File: src/rtl/adder_entry_ctrl_if.sv
// Signal bundle between the operand-entry sequencer and the board:
// keys, switches and adder result in; operands, digit codes and status out.
interface adder_entry_ctrl_if;
    logic       key_a;
    logic       key_b;
    logic       key_cal;
    logic [3:0] sw_dig;
    logic [4:0] sum_in;
    logic [3:0] op_a;
    logic [3:0] op_b;
    logic [3:0] dig_lt;
    logic [3:0] dig_rt;
    logic [2:0] state_o;
    logic       done;

    modport master (
        output key_a, key_b, key_cal, sw_dig, sum_in,
        input  op_a, op_b, dig_lt, dig_rt, state_o, done
    );

    modport slave (
        input  key_a, key_b, key_cal, sw_dig, sum_in,
        output op_a, op_b, dig_lt, dig_rt, state_o, done
    );
endinterface

File: src/rtl/adder_entry_ctrl.sv
// Debounces the three entry keys, latches operands A/B for the adder, captures
// the sum after a settle window and drives the two decimal digit codes.
module adder_entry_ctrl #(
    parameter int DB_CYCLES = 16,
    parameter int CALC_WAIT = 2
) (
    input  logic                clk,
    input  logic                rst,
    adder_entry_ctrl_if.slave   bus
);

    localparam int CW = $clog2(DB_CYCLES + 1);
    localparam int WW = (CALC_WAIT > 1) ? $clog2(CALC_WAIT) : 1;
    localparam logic [CW-1:0] DB_MAX    = CW'(DB_CYCLES);
    localparam logic [CW-1:0] DB_PRE    = CW'(DB_CYCLES - 1);
    localparam logic [WW-1:0] WAIT_LAST = WW'(CALC_WAIT - 1);

    typedef enum logic [2:0] {
        IDLE   = 3'd0,
        HAVE_A = 3'd1,
        HAVE_B = 3'd2,
        CALC   = 3'd3,
        SHOW   = 3'd4
    } state_t;

    // Splits 0..30 into {tens, ones} digit codes without leading-zero blanking.
    function automatic logic [7:0] dec_split(input logic [4:0] v);
        logic [3:0] tens;
        logic [4:0] base;
        logic [4:0] ones;
        if (v >= 5'd30) begin
            tens = 4'd3;
            base = 5'd30;
        end else if (v >= 5'd20) begin
            tens = 4'd2;
            base = 5'd20;
        end else if (v >= 5'd10) begin
            tens = 4'd1;
            base = 5'd10;
        end else begin
            tens = 4'd0;
            base = 5'd0;
        end
        ones = v - base;
        return {tens, ones[3:0]};
    endfunction

    logic [2:0]    keys_s;
    logic [2:0]    sync1_r;
    logic [2:0]    sync2_r;
    logic [2:0]    armed_r;
    logic [2:0]    press_r;
    logic [CW-1:0] cnt_r [3];

    logic          press_a_s;
    logic          press_b_s;
    logic          press_cal_s;

    state_t        state_r;
    state_t        state_nxt_s;
    logic          latch_a_s;
    logic          latch_b_s;
    logic          capture_s;

    logic [3:0]    op_a_r;
    logic [3:0]    op_b_r;
    logic [4:0]    sum_reg_r;
    logic [WW-1:0] wait_cnt_r;
    logic          done_r;
    logic [3:0]    dig_lt_r;
    logic [3:0]    dig_rt_r;

    logic [4:0]    disp_val_s;
    logic          disp_hold_s;
    logic [7:0]    split_s;

    assign keys_s = {bus.key_cal, bus.key_b, bus.key_a};

    // Key synchronizers and debouncers; sync flops reset to "pressed" so a key
    // held through reset never arms until it has been seen released.
    always_ff @(posedge clk) begin
        if (rst) begin
            sync1_r <= 3'b000;
            sync2_r <= 3'b000;
            armed_r <= 3'b000;
            press_r <= 3'b000;
            for (int i = 0; i < 3; i++) begin
                cnt_r[i] <= {CW{1'b0}};
            end
        end else begin
            sync1_r <= keys_s;
            sync2_r <= sync1_r;
            for (int i = 0; i < 3; i++) begin
                if (sync2_r[i]) begin
                    cnt_r[i]   <= {CW{1'b0}};
                    armed_r[i] <= 1'b1;
                    press_r[i] <= 1'b0;
                end else if (cnt_r[i] != DB_MAX) begin
                    cnt_r[i]   <= cnt_r[i] + {{(CW-1){1'b0}}, 1'b1};
                    press_r[i] <= armed_r[i] && (cnt_r[i] == DB_PRE);
                    if (cnt_r[i] == DB_PRE) begin
                        armed_r[i] <= 1'b0;
                    end else begin
                        armed_r[i] <= armed_r[i];
                    end
                end else begin
                    press_r[i] <= 1'b0;
                end
            end
        end
    end

    assign press_a_s   = press_r[0];
    assign press_b_s   = press_r[1] & ~press_r[0];
    assign press_cal_s = press_r[2] & ~press_r[1] & ~press_r[0];

    // State register.
    always_ff @(posedge clk) begin
        if (rst) begin
            state_r <= IDLE;
        end else begin
            state_r <= state_nxt_s;
        end
    end

    // Next-state and operand/sum load decisions.
    always_comb begin
        state_nxt_s = state_r;
        latch_a_s   = 1'b0;
        latch_b_s   = 1'b0;
        capture_s   = 1'b0;
        case (state_r)
            IDLE: begin
                if (press_a_s) begin
                    latch_a_s   = 1'b1;
                    state_nxt_s = HAVE_A;
                end else begin
                    state_nxt_s = IDLE;
                end
            end
            HAVE_A: begin
                if (press_a_s) begin
                    latch_a_s   = 1'b1;
                    state_nxt_s = HAVE_A;
                end else if (press_b_s) begin
                    latch_b_s   = 1'b1;
                    state_nxt_s = HAVE_B;
                end else begin
                    state_nxt_s = HAVE_A;
                end
            end
            HAVE_B: begin
                if (press_a_s) begin
                    latch_a_s   = 1'b1;
                    state_nxt_s = HAVE_A;
                end else if (press_b_s) begin
                    latch_b_s   = 1'b1;
                    state_nxt_s = HAVE_B;
                end else if (press_cal_s) begin
                    state_nxt_s = CALC;
                end else begin
                    state_nxt_s = HAVE_B;
                end
            end
            CALC: begin
                if (wait_cnt_r == WAIT_LAST) begin
                    capture_s   = 1'b1;
                    state_nxt_s = SHOW;
                end else begin
                    state_nxt_s = CALC;
                end
            end
            SHOW: begin
                if (press_a_s) begin
                    latch_a_s   = 1'b1;
                    state_nxt_s = HAVE_A;
                end else begin
                    state_nxt_s = SHOW;
                end
            end
            default: begin
                state_nxt_s = IDLE;
            end
        endcase
    end

    // Display source per state; CALC freezes the digits at their last value.
    always_comb begin
        disp_val_s  = 5'd0;
        disp_hold_s = 1'b0;
        case (state_r)
            IDLE:    disp_val_s  = {1'b0, bus.sw_dig};
            HAVE_A:  disp_val_s  = {1'b0, op_a_r};
            HAVE_B:  disp_val_s  = {1'b0, op_b_r};
            CALC:    disp_hold_s = 1'b1;
            SHOW:    disp_val_s  = sum_reg_r;
            default: disp_val_s  = 5'd0;
        endcase
    end

    assign split_s = dec_split(disp_val_s);

    // Operand, sum, settle counter, done pulse and digit registers.
    always_ff @(posedge clk) begin
        if (rst) begin
            op_a_r     <= 4'd0;
            op_b_r     <= 4'd0;
            sum_reg_r  <= 5'd0;
            wait_cnt_r <= {WW{1'b0}};
            done_r     <= 1'b0;
            dig_lt_r   <= 4'd10;
            dig_rt_r   <= 4'd10;
        end else begin
            if (latch_a_s) begin
                op_a_r <= bus.sw_dig;
            end else begin
                op_a_r <= op_a_r;
            end
            if (latch_b_s) begin
                op_b_r <= bus.sw_dig;
            end else begin
                op_b_r <= op_b_r;
            end
            if (capture_s) begin
                sum_reg_r <= bus.sum_in;
            end else begin
                sum_reg_r <= sum_reg_r;
            end
            if ((state_r == CALC) && !capture_s) begin
                wait_cnt_r <= wait_cnt_r + {{(WW-1){1'b0}}, 1'b1};
            end else begin
                wait_cnt_r <= {WW{1'b0}};
            end
            done_r <= capture_s;
            if (disp_hold_s) begin
                dig_lt_r <= dig_lt_r;
                dig_rt_r <= dig_rt_r;
            end else begin
                dig_lt_r <= split_s[7:4];
                dig_rt_r <= split_s[3:0];
            end
        end
    end

    assign bus.op_a    = op_a_r;
    assign bus.op_b    = op_b_r;
    assign bus.dig_lt  = dig_lt_r;
    assign bus.dig_rt  = dig_rt_r;
    assign bus.state_o = state_r;
    assign bus.done    = done_r;

endmodule

File: src/flat_wrapper.sv
// flat-port wrapper written by rule: the top's interface ports become plain ports
module adder_entry_ctrl_flat 
#(
    parameter int DB_CYCLES = 16,
    parameter int CALC_WAIT = 2
)
  (clk, rst, bus_key_a, bus_key_b, bus_key_cal, bus_sw_dig, bus_sum_in, bus_op_a, bus_op_b, bus_dig_lt, bus_dig_rt, bus_state_o, bus_done);
  adder_entry_ctrl_if bus_i ();
  input  logic clk;
  input  logic rst;
  input wire logic [$bits(bus_i.key_a)-1:0] bus_key_a;
  input wire logic [$bits(bus_i.key_b)-1:0] bus_key_b;
  input wire logic [$bits(bus_i.key_cal)-1:0] bus_key_cal;
  input wire logic [$bits(bus_i.sw_dig)-1:0] bus_sw_dig;
  input wire logic [$bits(bus_i.sum_in)-1:0] bus_sum_in;
  output wire logic [$bits(bus_i.op_a)-1:0] bus_op_a;
  output wire logic [$bits(bus_i.op_b)-1:0] bus_op_b;
  output wire logic [$bits(bus_i.dig_lt)-1:0] bus_dig_lt;
  output wire logic [$bits(bus_i.dig_rt)-1:0] bus_dig_rt;
  output wire logic [$bits(bus_i.state_o)-1:0] bus_state_o;
  output wire logic [$bits(bus_i.done)-1:0] bus_done;
  assign bus_i.key_a = bus_key_a;
  assign bus_i.key_b = bus_key_b;
  assign bus_i.key_cal = bus_key_cal;
  assign bus_i.sw_dig = bus_sw_dig;
  assign bus_i.sum_in = bus_sum_in;
  assign bus_op_a = bus_i.op_a;
  assign bus_op_b = bus_i.op_b;
  assign bus_dig_lt = bus_i.dig_lt;
  assign bus_dig_rt = bus_i.dig_rt;
  assign bus_state_o = bus_i.state_o;
  assign bus_done = bus_i.done;
  adder_entry_ctrl #(.DB_CYCLES(DB_CYCLES), .CALC_WAIT(CALC_WAIT)) u_core (.clk(clk), .rst(rst), .bus(bus_i));
endmodule
File: config.mk
export PLATFORM = sky130hd
export DESIGN_NAME = adder_entry_ctrl_flat
export DESIGN_NICKNAME = d
export VERILOG_FILES = /design/src/rtl/adder_entry_ctrl_if.sv /design/src/rtl/adder_entry_ctrl.sv /design/src/flat_wrapper.sv
export SDC_FILE = /design/constraint.sdc
export NUM_CORES = 1
export LEC_CHECK = 0
export CAP_MARGIN = 20
export CORE_ASPECT_RATIO = 0.7
export CORE_MARGIN = 8
export CORE_UTILIZATION = 25
export DETAILED_ROUTE_END_ITERATION = 8
export PLACE_DENSITY = 0.48
export SKIP_LAST_GASP = 1
export SLEW_MARGIN = 20
export SYNTH_ARGS = -nofsm -noshare
export SYNTH_HDL_FRONTEND = slang
export SYNTH_SLANG_ARGS = --single-unit
export TNS_END_PERCENT = 30
File: constraint.sdc
create_clock -name clk -period 4.2 [get_ports clk]
set_clock_uncertainty 0.05 [all_clocks]
set_input_delay 0.42 -clock clk [delete_from_list [all_inputs] [get_ports clk]]
set_output_delay 0.42 -clock clk [all_outputs]
set_load 0.02 [all_outputs]
# Word-level counts from Yosys, hierarchy flattened
# Memories as Yosys holds them, arrays and structs flattened.
# Cells that the tools add are included.
[op_classes]
addsub = 5
bitwise_logic = 15
n_mux = 62
order_cmp = 3
eq_ne = 10
n_reduce_logical = 21
[op_table]
columns = ["operator", "count"]
rows = [
  ["1-bit 2-to-1 mux", 43],
  ["5-bit 2-to-1 mux", 6],
  ["4-bit 2-to-1 mux", 5],
  ["5-bit one-hot mux with 4 select lines", 1],
  ["5-bit by 1-bit adder with 5-bit output (second input constant)", 3],
  ["5-bit by 4-bit == test with 1-bit output (second input constant)", 3],
  ["3-bit 2-to-1 mux", 5],
  ["5-bit inequality test (second input constant)", 3],
  ["3-bit one-hot mux with 5 select lines", 1],
  ["2-bit nonzero test", 6],
  ["5-bit >= comparator (second input constant)", 2],
  ["3-bit OR reduction", 3],
  ["3-bit by 2-bit == test with 1-bit output (second input constant)", 2],
  ["1-bit NOT", 6],
  ["1-bit OR", 6],
  ["2-bit AND reduction", 3],
  ["5-bit by 4-bit >= comparator with 1-bit output (second input constant)", 1],
  ["1-bit logical AND", 4],
  ["2-bit OR reduction", 2],
  ["4-bit OR reduction", 1],
  ["4-bit subtractor", 1],
  ["1-bit bitwise AND", 3],
  ["3-bit by 1-bit == test with 1-bit output (second input constant)", 1],
  ["3-bit == test (second input constant)", 1],
  ["4 further kinds", 4],
]
[word_totals]
memories = 1
register_bits = 38
wordCells = 133
output_inout_bits = 20
in_bits = 14
ram_bits = 15
[mem_list]
columns = ["memory", "words", "word_bits", "read_ports", "rd_clocked_by_memory_dff", "wr", "line", "source"]
rows = [
  ["u_core.cnt_r", 3, 5, 3, 0, 3, "adder_entry_ctrl.sv:53", "logic [CW-1:0] cnt_r [3];"],
]

# Longest topological paths before layout
[logic_depth]
ltp_word = 7
ltp_mapped = 11

# Worst setup path after synthesis
# OpenSTA, ideal clock, no wires.
[synth_timing]
kind = "register to register"
startpoint = "reg u_core.state_r[0], in the netlist u_core.bus.state_o[0]"
endpoint = "reg u_core.dig_rt_r[3], in the netlist u_core.bus.dig_rt[3]"
path_stages_with_launch = 12
required_ns = 4.078
path_buffers = 1
t_arrival_ns = 2.315
period_less_slack_ns = 2.437
setup_slack_ns = 1.763
setup_time_ns = 0.072
path_cell_list = "dfxtp_1 -> buf_4 -> and4bb_2 -> a211oi_4 -> maj3_1 -> o21ai_2 -> ha_1 -> inv_1 -> fa_1 -> a21oi_1 -> nor2_1 -> mux2i_1"
[synth_via]
elab_chain_cells = 7
[synth_lines]
columns = ["item", "line", "source"]
rows = [
  ["from (decl)", "adder_entry_ctrl.sv:59", "state_t state_r;"],
  ["from (signal assigned)", "adder_entry_ctrl.sv:122", "state_r <= state_nxt_s;"],
  ["3-bit == test, or another cell as far along", "adder_entry_ctrl.sv:191", "case (state_r)"],
  ["5-bit one-hot mux with 4 select lines", "adder_entry_ctrl.sv:191", ""],
  ["5-bit by 4-bit >= comparator with 1-bit output", "adder_entry_ctrl.sv:37", "end else if (v >= 5'd10) begin"],
  ["4-bit 2-to-1 mux", "adder_entry_ctrl.sv:37", ""],
  ["4-bit 2-to-1 mux", "adder_entry_ctrl.sv:34", "end else if (v >= 5'd20) begin"],
  ["4-bit 2-to-1 mux", "adder_entry_ctrl.sv:31", "if (v >= 5'd30) begin"],
  ["4-bit subtractor", "adder_entry_ctrl.sv:44", "ones = v - base;"],
  ["to (signal assigned)", "adder_entry_ctrl.sv:237", "dig_rt_r <= dig_rt_r;"],
  ["to (signal assigned)", "adder_entry_ctrl.sv:240", "dig_rt_r <= split_s[3:0];"],
  ["to (decl)", "adder_entry_ctrl.sv:71", "logic [3:0] dig_rt_r;"],
]
# Several ways; a longest one is shown, not always the timed one.
# A chain may end at the register's enable or synchronous reset.

# Worst setup path in the final report
[layout_timing]
startpoint = "reg u_core.state_r[2], in the netlist u_core.bus.state_o[2]"
endpoint = "reg u_core.dig_rt_r[3], in the netlist u_core.bus.dig_rt[3]"
# The elaborated chain is that of the path after synthesis.

==> results.json <==
{
  "relSlewSlack_pct": 35.7,
  "die_area_um2": 13400,
  "row_count": 30,
  "path_class": "register to register",
  "grt_max_degree": 25,
  "synthMuxAreaShare_pct": 5.96,
  "drtAntennaViolNets": 0,
  "busiest_layer": "met1",
  "yosysWarnings": 0,
  "syn_inst": 253,
  "nets": 305,
  "maxCapViolations": 0,
  "synth_compound_area_share_pct": 8.94,
  "seqCellArea_um2": 1190,
  "synth_xor_area_share_pct": 2.48,
  "hp-class": "register to register",
  "initialDrtViolationCount": 127,
  "p_leak_nw": 1.17,
  "worstMarginPinSlew_ps": 962,
  "drt_pre_antenna_iters": 4,
  "hold_viol": 0,
  "post_cts_resized": 0,
  "grt_pass1_wl_um": 9170,
  "syn_to_final_growth_pct": 22.5,
  "grt_overflow_total": 0,
  "start_util_pct": 25.7,
  "postCtsHoldBufs": 0,
  "use_met2_pct": 11.3,
  "design.core.area_um2": 9650,
  "synth_commonest_cells": "dfxtp_1 (37), nor2_1 (37), nand2_1 (22), a21oi_1 (17), edfxtp_1 (15)",
  "fin_cells": 409,
  "required_ps": 4360,
  "crit_path_end_kind": "register",
  "multi_input_area_um2": 1170,
  "powerDensity_nw_per_um2": 335,
  "drc": 0,
  "arrival_ps": 3090,
  "finalSetupTns_ps": 0,
  "fin_crit_sh_pct": 69.9,
  "synth-edff-count": 15,
  "synth_top_area_share_pct": 29.9,
  "vias_per_cell": 4.35,
  "drive_gt1_share_pct": 8.19,
  "yosys.area.top_type": "dfxtp_1",
  "cp_max_fo": 22,
  "grt_antenna_before_repair": 0,
  "cts_buffer_depth": 2,
  "die_w_um": 135,
  "diodes": 0,
  "synthFlopType": "dfxtp_1",
  "cts_tree": "done",
  "avgSynthCellArea_um2": 9.79,
  "rsz0062_at_grt": "false",
  "synth_top_family_by_area": "simple AND/OR/NAND/NOR gates",
  "wl_um": 5400,
  "cts.sinks": 52,
  "outcome": "finished, final reports clean",
  "use_met1_pct": 12.4,
  "async_reset_ff_share_pct": 0,
  "slew_violations": 0,
  "ir_drop_v": 0.000136,
  "period_minus_slack_ps": 2930,
  "critPathLaunchType": "register",
  "via_count": 1781,
  "nFillCells": 991,
  "yosys_register_bits": 52,
  "gp_congestion": 0.726,
  "syn_area_um2": 2480,
  "clkTransAtPathRegs_ps": 70,
  "synth.distinct_cells": 45,
  "fp.dieH_um": 99.3,
  "syn_nets": 278,
  "synthAdderAreaFrac_pct": 6.72,
  "numCtsBuffers": 5,
  "seq_area_frac_synth_pct": 48.1,
  "htree_levels": 2,
  "final-setup-viol-count": 0,
  "synth-simple-area-share_pct": 23.0,
  "wire_per_inst_um": 13.2,
  "io_buffers": 32,
  "dp_hpwl_um": 3920,
  "postCtsSetupBuffers": 0,
  "ios": 34,
  "clock_latency_ps": 290,
  "clockRootBuffer": "clkbuf_16",
  "grt_use_total_pct": 8.50,
  "first_global_vias": 1758,
  "netlist_top_cells_area": "dfxtp_1 (30%), edfxtp_1 (18%), nor2_1 (5.6%)",
  "max_freq_mhz": 341,
  "use_met3_pct": 3.37,
  "dp_cells": 401,
  "r2r_slack_ps": 1270
}
power by group:
group,leakage (nW),switching (mW),total (mW),internal (mW)
logic,0.622,0.0398,0.0803,0.0405
clock network,0.0655,0.174,0.394,0.220
registers,0.482,0.0112,0.542,0.531
total,1.17,0.225,1.02,0.792
routing by layer:
| metal | share of wire (%) | vias to the layer above |
|---|---|---|
| met5 | 0 | - |
| met4 | 0.30 | 0 |
| met3 | 5.9 | 2 |
| met2 | 38 | 34 |
| met1 | 56 | 826 |
| li1 | - | 919 |
per-stage QoR:
stage	setup slack [ps]	util, %	total power, mW	area (um2)	hold slack [ps]
CTS	1290	31.5	1.03	3030	380
detailed placement	1350	30.0	0.635	2900	370
global route	1040	31.5	1.06	3030	407
floorplan	1760	-	0.599	2480	360
global placement	1380	30.0	0.633	2900	367
finish	1270	31.5	1.02	3030	379
critical path: stages, from the launching register on:
cell,delay (ps)
dfxtp_1,780
mux2_2,440
a211oi_4,350
nand3_1,140
o21ai_2,100
ha_1,170
inv_1,50
fa_1,410
a21oi_1,140
nor2_1,50
mux2i_1,180
layout by cell type (no fill, tap or decap), drive strengths merged, types with 2 or more instances in the layout:
cell type,Yosys,layout
xnor2,4,4
buf,9,2
ha,10,10
a21oi,17,17
clkdlybuf4s50,0,32
nor3b,2,2
nor2,38,38
nor2b,8,8
nand3,11,11
and4bb,4,4
nand2,22,22
mux2i,11,11
and3,7,7
clkbuf,5,7
a21o,2,2
inv,11,11
edfxtp,15,15
nand4,2,2
nand3b,3,3
a211oi,3,3
o21ai,7,7
dfxtp,37,37
nor3,4,4
nand2b,3,3
maj3,2,2
xor2,3,3
mux2,3,3
nor4bb,2,2
cells by family after synthesis:
logic type,after synthesis
flip-flops,52
adder cells (fa/ha/maj),13
other,1
buffers and inverters,25
AND/OR/NAND/NOR,109
multiplexers,14
XOR/XNOR,7
AO/OA/AOI/OAI,32
worst paths after layout:
check | startpoint | endpoint | depth (start not counted)
worst min register to register | u_core.armed_r[1] | u_core.press_r[1] | 2
worst min-delay path | u_core.armed_r[1] | u_core.press_r[1] | 2
worst max-delay path | u_core.bus.state_o[2] | u_core.bus.dig_rt[3] | 10
worst max register to register | u_core.bus.state_o[2] | u_core.bus.dig_rt[3] | 10
cell type report:
cell class	instances	share of cell area, %
well taps	128	5.28
clock inverters	1	0.124
repair buffers	34	11.1
clock buffers	7	4.37
multi-input cells	176	38.6
flip-flops and latches	52	39.3
inverters	11	1.36
flip-flops by register name (all words and copies together), names as in the netlist:
register	flops
u_core.wait_cnt_r	1
u_core.sync1_r	3
u_core.sync2_r	3
u_core.armed_r	3
u_core.bus.dig_rt	4
u_core.bus.done	1
u_core.bus.op_b	4
u_core.cnt_r	15
u_core.bus.op_a	4
u_core.press_r	3
u_core.sum_reg_r	5
u_core.bus.dig_lt	3
u_core.bus.state_o	3
No activity file was read; power rests on OpenSTA's default activity.
